File: config.mk
export PLATFORM = sky130hd
export DESIGN_NAME = load_store_unit
export DESIGN_NICKNAME = d
export VERILOG_FILES = /design/src/rtl/load_store_unit.sv
export SDC_FILE = /design/constraint.sdc
export NUM_CORES = 1
export LEC_CHECK = 0
export ABC_AREA = 0
export BUFFER_PORTS_ARGS = -buffer_cell sky130_fd_sc_hd__buf_4
export CAP_MARGIN = 20
export CORE_UTILIZATION = 47
export CTS_BUF_LIST = sky130_fd_sc_hd__clkbuf_2 sky130_fd_sc_hd__clkbuf_4 sky130_fd_sc_hd__clkbuf_8
export CTS_CLUSTER_DIAMETER = 200
export DETAILED_ROUTE_END_ITERATION = 16
export GPL_TIMING_DRIVEN = 0
export PLACE_DENSITY_LB_ADDON = 0.12
export SYNTH_ARGS = -nofsm -noshare
export SYNTH_HDL_FRONTEND = slang
export SYNTH_SLANG_ARGS = --single-unit
File: constraint.sdc
create_clock -name clk -period 6.5 [get_ports clk]
set_input_delay 0.65 -clock clk [delete_from_list [all_inputs] [get_ports clk]]
set_output_delay 0.65 -clock clk [all_outputs]
set_load 0.02 [all_outputs]
File: src/rtl/load_store_unit.sv
// Load/store unit for the RV32E core: initiator side of the data-memory group.
// Computes the effective address, drives the memory group, tracks in-flight
// loads through the fixed read latency, and extends the returned read data.
module load_store_unit #(
  parameter int DATA_DEPTH  = 4096,
  parameter int MEM_LATENCY = 3,
  parameter int ADDR_WIDTH  = 2 + $clog2(DATA_DEPTH)
) (
  input  logic                  clk,
  input  logic                  rst,
  input  logic                  req_valid,
  output logic                  req_ready,
  input  logic                  req_we,
  input  logic [2:0]            req_funct3,
  input  logic [31:0]           req_base,
  input  logic [31:0]           req_offset,
  input  logic [31:0]           req_store_data,
  input  logic [3:0]            req_rd,
  input  logic                  flush,
  output logic                  mem_we,
  output logic [1:0]            mem_data_width,
  output logic [ADDR_WIDTH-1:0] mem_addr,
  output logic [31:0]           mem_write_data,
  input  logic [31:0]           mem_read_data,
  output logic                  load_valid,
  output logic [3:0]            load_rd,
  output logic [31:0]           load_data,
  output logic                  fault_valid,
  output logic [31:0]           fault_addr,
  output logic                  fault_is_store
);

  // Memory-group width codes; funct3[1:0] maps onto them directly.
  localparam logic [1:0] WIDTH_BYTE  = 2'b00;
  localparam logic [1:0] WIDTH_SHORT = 2'b01;
  localparam logic [1:0] WIDTH_WORD  = 2'b10;

  // First byte address past the end of the memory group (33 bits so that
  // an access ending just below 2^32 cannot wrap back into range).
  localparam logic [32:0] ADDR_LIMIT = 33'(4 * DATA_DEPTH);

  // One entry of the load-tracking shift register.
  typedef struct packed {
    logic       valid;
    logic [3:0] rd;
    logic [1:0] width;
    logic       unsgn;
  } slot_t;

  slot_t       r_slot [MEM_LATENCY];
  logic        r_store_last;
  logic        r_fault_valid;
  logic [31:0] r_fault_addr;
  logic        r_fault_is_store;

  logic [31:0] w_ea;
  logic [32:0] w_size;
  logic [32:0] w_end;
  logic        w_illegal;
  logic        w_range;
  logic        w_fault;
  logic        w_accept;
  logic        w_load_ok;
  slot_t       w_new_slot;
  slot_t       w_last_slot;

  assign w_ea = req_base + req_offset;

  // Access size in bytes for the range check.
  always_comb begin
    // NOTE: every signal written in always_comb gets a default first so no
    // path leaves it unassigned, which would infer a latch.
    w_size = 33'd4;
    case (req_funct3[1:0])
      WIDTH_BYTE:  w_size = 33'd1;
      WIDTH_SHORT: w_size = 33'd2;
      default:     w_size = 33'd4;
    endcase
  end

  assign w_end     = {1'b0, w_ea} + w_size - 33'd1;
  assign w_range   = (w_end >= ADDR_LIMIT) || ({1'b0, w_ea} >= ADDR_LIMIT);
  assign w_illegal = (req_funct3 == 3'b011) || (req_funct3[2:1] == 2'b11) ||
                     (req_we && req_funct3[2]);
  assign w_fault   = w_illegal || w_range;

  // Loads stall for one cycle behind a store whose write lands a cycle late;
  // nothing is accepted while the pipeline is being redirected.
  assign req_ready = !flush && !(r_store_last && !req_we);
  assign w_accept  = req_valid && req_ready;
  assign w_load_ok = w_accept && !req_we && !w_fault;

  assign mem_we         = w_accept && req_we && !w_fault;
  assign mem_addr       = w_ea[ADDR_WIDTH-1:0];
  assign mem_data_width = req_funct3[1:0];
  assign mem_write_data = req_store_data;

  assign w_new_slot = '{valid: w_load_ok, rd: req_rd,
                        width: req_funct3[1:0], unsgn: req_funct3[2]};

  // Remember an accepted store for the load-after-store stall.
  always_ff @(posedge clk) begin
    // NOTE: sequential state uses non-blocking (<=) so every register
    // samples the pre-edge values regardless of statement order.
    if (rst) r_store_last <= 1'b0;
    else     r_store_last <= mem_we;
  end

  // Register the fault report one cycle after the faulting request.
  always_ff @(posedge clk) begin
    if (rst) begin
      r_fault_valid    <= 1'b0;
      r_fault_addr     <= 32'd0;
      r_fault_is_store <= 1'b0;
    end else begin
      r_fault_valid <= w_accept && w_fault;
      if (w_accept && w_fault) begin
        r_fault_addr     <= w_ea;
        r_fault_is_store <= req_we;
      end
    end
  end

  // Advance the load-tracking shift register every clock; flush kills all.
  always_ff @(posedge clk) begin
    if (rst) begin
      // NOTE: only the valid bits need a reset; rd/width/unsigned are don't
      // care while invalid, so they stay plain storage without reset logic.
      for (int i = 0; i < MEM_LATENCY; i++) r_slot[i].valid <= 1'b0;
    end else begin
      r_slot[0] <= w_new_slot;
      for (int i = 1; i < MEM_LATENCY; i++) r_slot[i] <= r_slot[i-1];
      if (flush) begin
        for (int i = 0; i < MEM_LATENCY; i++) r_slot[i].valid <= 1'b0;
      end
    end
  end

  assign w_last_slot = r_slot[MEM_LATENCY-1];
  assign load_valid  = w_last_slot.valid;
  assign load_rd     = w_last_slot.rd;

  // Extend the returned read word according to the tracked width/signedness.
  always_comb begin
    load_data = mem_read_data;
    case (w_last_slot.width)
      WIDTH_BYTE:  load_data = {{24{!w_last_slot.unsgn && mem_read_data[7]}},
                                mem_read_data[7:0]};
      WIDTH_SHORT: load_data = {{16{!w_last_slot.unsgn && mem_read_data[15]}},
                                mem_read_data[15:0]};
      WIDTH_WORD:  load_data = mem_read_data;
      default:     load_data = mem_read_data;
    endcase
  end

  assign fault_valid    = r_fault_valid;
  assign fault_addr     = r_fault_addr;
  assign fault_is_store = r_fault_is_store;

endmodule

==> out/metrics.csv, run 1 <==
metric;value;unit
outcome;finished, violations left;
violations;negative setup slack;
worstHoldEndpoint;r_slot[0][15];
drt_first_iter_violations;374;
drc_errors;0;
fp.coreArea;0.0141;mm2
path_max_fanout;3;
fin_util;71.8;%
final_nets;1387;
io_pins;261;
area_growth;47.1;%
hold_depth;1;
numPortBuffers;220;
fmax;153;MHz
seq_area;0.00139;mm2
synth_flop_cell;dfxtp_1;
period_share;101;%
syn-num-nets;1088;
cp.required;5.85;ns
worst_pin_slew;0.693;ns
synth-seq-cells;59;
grt_usage;26.6;%
yosysUniqueCellTypes;80;
syn_area_per_cell;7.90;um2
finalSetupViolCount;1;
die-area;0.0151;mm2
initial_core_util;48.8;%
grt_max_degree;31;
tns;-0.0410;ns
place.detailed.hpwl;16200;um
clock_path_buffers;2;
antenna_found_initial;0;
diodes;0;
die_h;123;um
h-tree-depth;3;
finalClockSkew;0.00494;ns
hold_violations;0;
vias_per_cell;5.29;
critPathMaxStageDelay;0.49;ns
p_leak;4.90;nW
nFillCells;1180;
cts.sinks;59;
post-place-cells;1271;
grt-ovfl-total;0;
startpoint_type;input port;
via_count;7163;
path_common_cell;inv_2;
arrival;5.89;ns
rsz0062_at_grt;yes;
synth_area;0.00688;mm2
r2r_setup_slack;4.88;ns
worstSetupStartpoint;req_offset[0];
path_class;input port to output port;
drt_wl_total;21400;um
rr_startpoint;r_store_last;
maxSlewViolCount;0;
fp.dieW;123;um
synth_warnings;0;
insertion_delay;0.34;ns
critPathSlowestCell;or4b_4;
reg2reg_depth;6;
ys_seq_area_share;20.2;%
cp-end-kind;output port;
drt_first_pass_iters;7;
min_path_type;flop to flop;
synth_edf_count;21;
multi_input_area;0.00519;mm2
power_density;239;mW/mm2
slew_headroom;53.8;%
drtAntennaViolNets;0;
highest_layer;met4;
timing.rr.end;fault_addr[8];
netlist_instances;871;
worstHoldStart;r_slot[0][7];
irDropWorstVdd;0.115;mV
hold_ws;0.436;ns
fp-row-count;43;
clkTransAtPathRegs;0.06;ns
cts_hold_buf;0;
met1Wirelength;9190;um
wl_per_cell;15.8;um
cts_tree;yes;
drive_gt1_share;42.0;%
async_reset_ff_share;0;%
stdcell_count;1355;
numCtsBuffers;9;
maxCapViolCount;0;
grt_pass1_wl;31600;um
post-route-min-period;6.54;ns
grt_pass1_vias;6363;
setup_slack;-0.0410;ns
globalplace.congestion;0.927;
wl_met3;1290;um
cts_root_buf;clkbuf_8;
dr_wl_met2;10500;um
-- stage by stage --
step / power, mW / area (um2) / worst slack, ns
final: 2.42 / 10100 / -0.0410
after global routing: 2.58 / 10100 / -0.270
after CTS: 2.22 / 9540 / 0.00900
after detailed placement: 1.71 / 8760 / -1.17
after global placement: 1.69 / 8760 / -1.08
after floorplan: 1.35 / 6890 / 0.0148
-- layer usage --
layer  GRT usage, %  up-vias
met1           34.0     3282
li1               -     3607
met3           4.06       29
met2           46.8      245
met4           6.25        0
met5              0        -
-- critical path: cells and delay by family --
family | cells | cell delay (ns)
buffers and inverters | 6 | 0.61
AO/OA/AOI/OAI | 11 | 1.99
AND/OR/NAND/NOR | 6 | 1.67
XOR/XNOR | 1 | 0.24
adder cells (fa/ha/maj) | 3 | 0.70
-- how the worst max path moves through the flow --
stage | end | depth (start not counted)
after floorplan | mem_we | 24
after CTS | mem_we | 28
after global placement | mem_we | 28
final | mem_we | 27
after global routing | mem_we | 27
after detailed placement | mem_we | 26
-- flip-flops by register name (all words and copies together) (netlist names) --
name and count:
fault_valid 1, r_slot 24, r_store_last 1, fault_is_store 1, fault_addr 32
-- cell usage after synthesis, types with 5 or more instances --
library cell | number | area, um2
a2111oi_0 | 5 | 43.8
a211oi_1 | 15 | 113
a21o_1 | 16 | 120
a21oi_1 | 43 | 215
and2_1 | 5 | 31.3
and3_1 | 8 | 50.1
buf_2 | 5 | 25.0
buf_4 | 60 | 450
clkbuf_1 | 21 | 78.8
dfxtp_1 | 38 | 761
edfxtp_1 | 21 | 631
ha_1 | 75 | 938
inv_1 | 64 | 240
mux2i_1 | 34 | 340
nand2_1 | 143 | 537
nand2b_1 | 11 | 68.8
nand3_1 | 20 | 100
nand4_1 | 13 | 81.3
nor2_1 | 32 | 120
nor2b_1 | 31 | 194
nor3_1 | 14 | 70.1
o211ai_1 | 10 | 75.1
o21a_1 | 6 | 45.0
o21ai_0 | 34 | 170
o21ai_1 | 8 | 40.0
o21bai_1 | 5 | 37.5
o31ai_1 | 5 | 37.5
or3_1 | 8 | 50.1
xnor2_1 | 21 | 184
xor2_1 | 10 | 87.6
-- cell usage in the layout, fill, tap and decap left out, drive strengths merged, types with 4 or more instances in the layout --
cell type / count
a2111oi: 5
a211oi: 16
a21o: 16
a21oi: 44
and2: 5
and3: 8
buf: 360
clkbuf: 33
dfxtp: 38
edfxtp: 21
ha: 75
inv: 68
mux2: 4
mux2i: 34
nand2: 144
nand2b: 11
nand3: 21
nand4: 13
nor2: 32
nor2b: 31
nor3: 14
o2111ai: 4
o211ai: 10
o21a: 6
o21ai: 42
o21bai: 5
o22ai: 4
o31ai: 5
or3: 9
xnor2: 24
xor2: 12
-- area by class of cell --
class | instances | area share [%]
clock inverters | 3 | 0.643
plain buffers | 90 | 6.37
multi-input cells | 652 | 51.2
flip-flops and latches | 59 | 13.7
clock buffers | 13 | 1.52
well taps | 180 | 2.22
repair buffers | 290 | 21.8
inverters | 68 | 2.52
-- logic make-up after synthesis --
| kind of cell | after synthesis | synth area share, % |
|---|---|---|
| adders and majority gates | 79 | 14.5 |
| DFF | 59 | 20.2 |
| AOI/OAI and AO/OA | 194 | 19.5 |
| muxes | 38 | 5.76 |
| xor gates and xnor gates | 37 | 5.46 |
| and+or+nand+nor | 304 | 21.4 |
| buffers and inverters | 160 | 13.1 |
-- timing repair --
action                     4_1_cts  5_1_grt
setup buffers                   34       37
gates cloned                     0        1
pin swaps                       21       53
resized for setup               58       57
setup endpoints to repair       36       34
-- report_power, final --
part,switching [mW],internal (mW)
combinational,0.885,0.744
sequential,0.0110,0.410
clock,0.138,0.232
total,1.03,1.39
No activity file was read; power rests on OpenSTA's default activity.
==> inputs of run 2 (changes only) <==
RECOVER_POWER = 50   (was unset)
==> out/metrics.csv, run 2 (synthesis results as in run 1) <==
metric;value;unit;change
final_nets;1387;;unchanged
numCtsBuffers;9;;unchanged
numPortBuffers;220;;unchanged
pwr-share-comb;67.0;%;-0.3 points
io_pins;261;;unchanged
drt_wl_total;21400;um;+0.10%
drtAntennaViolNets;0;;unchanged
outcome;finished, violations left;;
grt_usage;26.6;%;unchanged
diodes;0;;unchanged
intPower;1.36;mW;-1.8%
fmax;153;MHz;+0.23%
vias_per_cell;5.28;;-0.11%
p_clk_share;15.5;%;+0.2 points
fin_util;69.8;%;-2.1 points
cts_root_buf;clkbuf_8;;
initial_core_util;48.8;%;unchanged
min_path_type;flop to flop;;
die_h;123;um;unchanged
grt_pass1_vias;6363;;unchanged
r2r_setup_slack;4.88;ns;about the same
maxCapViolCount;0;;unchanged
fp.dieW;123;um;unchanged
place_ws;-1.17;ns;unchanged
setup_slack;-0.0263;ns;+0.0147 ns
clkTransAtPathRegs;0.06;ns;about the same
cp-end-kind;output port;;
wl_per_cell;15.8;um;+0.10%
die-area;0.0151;mm2;unchanged
grt-ovfl-total;0;;unchanged
drt_first_pass_iters;5;;-2
fp-row-count;43;;unchanged
antenna_found_initial;0;;unchanged
path_common_cell;inv_2;;
place.detailed.hpwl;16200;um;unchanged
post-route-min-period;6.53;ns;-0.0147 ns
clock_path_buffers;2;;unchanged
rsz0062_at_grt;yes;;
globalplace.congestion;0.927;;unchanged
grt_pass1_wl;31600;um;unchanged
fp.coreArea;0.0141;mm2;unchanged
path_max_fanout;3;;unchanged
period_share;100;%;-0.23 points
cp_num_buf_inv;6;;unchanged
largest_reg_flops;32;;unchanged
path_class;input port to output port;;
drc_errors;0;;unchanged
worst_pin_slew;0.695;ns;+0.00187 ns
finalClockSkew;0.00469;ns;-0.000250 ns
cts.sinks;59;;unchanged
p_seq_share;17.6;%;+0.2 points
critPathMaxStageDelay;0.49;ns;about the same
maxSlewViolCount;0;;unchanged
hold_violations;0;;unchanged
slew_headroom;53.7;%;-0.12 points
arrival;5.88;ns;about the same
startpoint_type;input port;;
area_growth;42.9;%;
cts_tree;yes;;
irDropWorstVdd;0.115;mV;-0.64%
swShare;43.1;%;+0.41 points
stdcell_area;0.00983;mm2;-2.9%
drive_gt1_share;35.4;%;-6.6 points
finalSetupViolCount;1;;unchanged
insertion_delay;0.34;ns;about the same
violations;negative setup slack;;
postPlaceCellArea;0.00876;mm2;unchanged
p_leak;4.61;nW;-6.1%
grt_max_degree;31;;unchanged
mostFrequentLayoutCells;271 x buf_4, 142 x nand2_1, 95 x clkbuf_1;;
switchingPower;1.03;mW;-0.15%
cp.required;5.85;ns;about the same
h-tree-depth;3;;unchanged
via_count;7155;;-0.11%
critPathSlowestCell;or4b_4;;
crit_family;compound AO/OA/AOI/OAI gates;;
final_common_cell;buf_4;;
drt_first_iter_violations;369;;-1.3%
power_density;243;mW/mm2;+1.8%
## run 2: layout make-up
class | instances | area, um2
multi-input combinational | 652 | 5190
fill | 1256 | 4260
clock inverter | 3 | 65.1
tap | 180 | 225
timing repair buffer | 290 | 1910
sequential | 59 | 1390
clock buffer | 13 | 154
buffer | 90 | 644
inverter | 68 | 255
## run 2: final timing paths
kind / start / endpoint / cells after the start
worst max-delay path: req_offset[0] / mem_we / 27
worst min register to register: r_slot[0][7] / r_slot[0][15] / 1
worst max register to register: r_store_last / fault_addr[8] / 6
worst min-delay path: r_slot[0][7] / r_slot[0][15] / 1
## run 2: layer usage
layer  wire length [um]  share of wire, %  track usage (%)  up-vias
met4                348               1.6             6.25        0
li1                   -                 -                -     3609
met3               1410               6.6             4.06       30
met1               9160                43             34.0     3255
met2              10500                49             46.8      261
met5                  0                 0                0        -
## run 2: through the flow
step	cells	hold slack, ns	TNS (ns)	power, mW
final	1355	0.436	-0.0263	2.39
after CTS	1320	0.439	0	2.22
after detailed placement	1271	0.425	-36.57	1.71
after global placement	1271	0.407	-35.20	1.69
after floorplan	871	0.406	0	1.35
after global routing	1355	0.459	-1.28	2.56
## run 2: power by group through the flow
| stage | clock [mW] | combinational, mW | sequential (mW) |
|---|---|---|---|
| 5_1_grt | 0.392 | 1.74 | 0.423 |
| 6_report | 0.370 | 1.60 | 0.420 |
| 2_1_floorplan | 0 | 0.904 | 0.448 |
| 3_3_place_gp | 0 | 1.27 | 0.428 |
| 4_1_cts | 0.376 | 1.43 | 0.421 |
| 3_5_place_dp | 0 | 1.28 | 0.428 |
## run 2: what timing repair did
item	4_1_cts	5_1_grt
gates resized for setup	58	57
buffers inserted	34	37
hold buffers	0	0
cloned	0	1
setup endpoints to repair	36	34
pin swaps	21	53
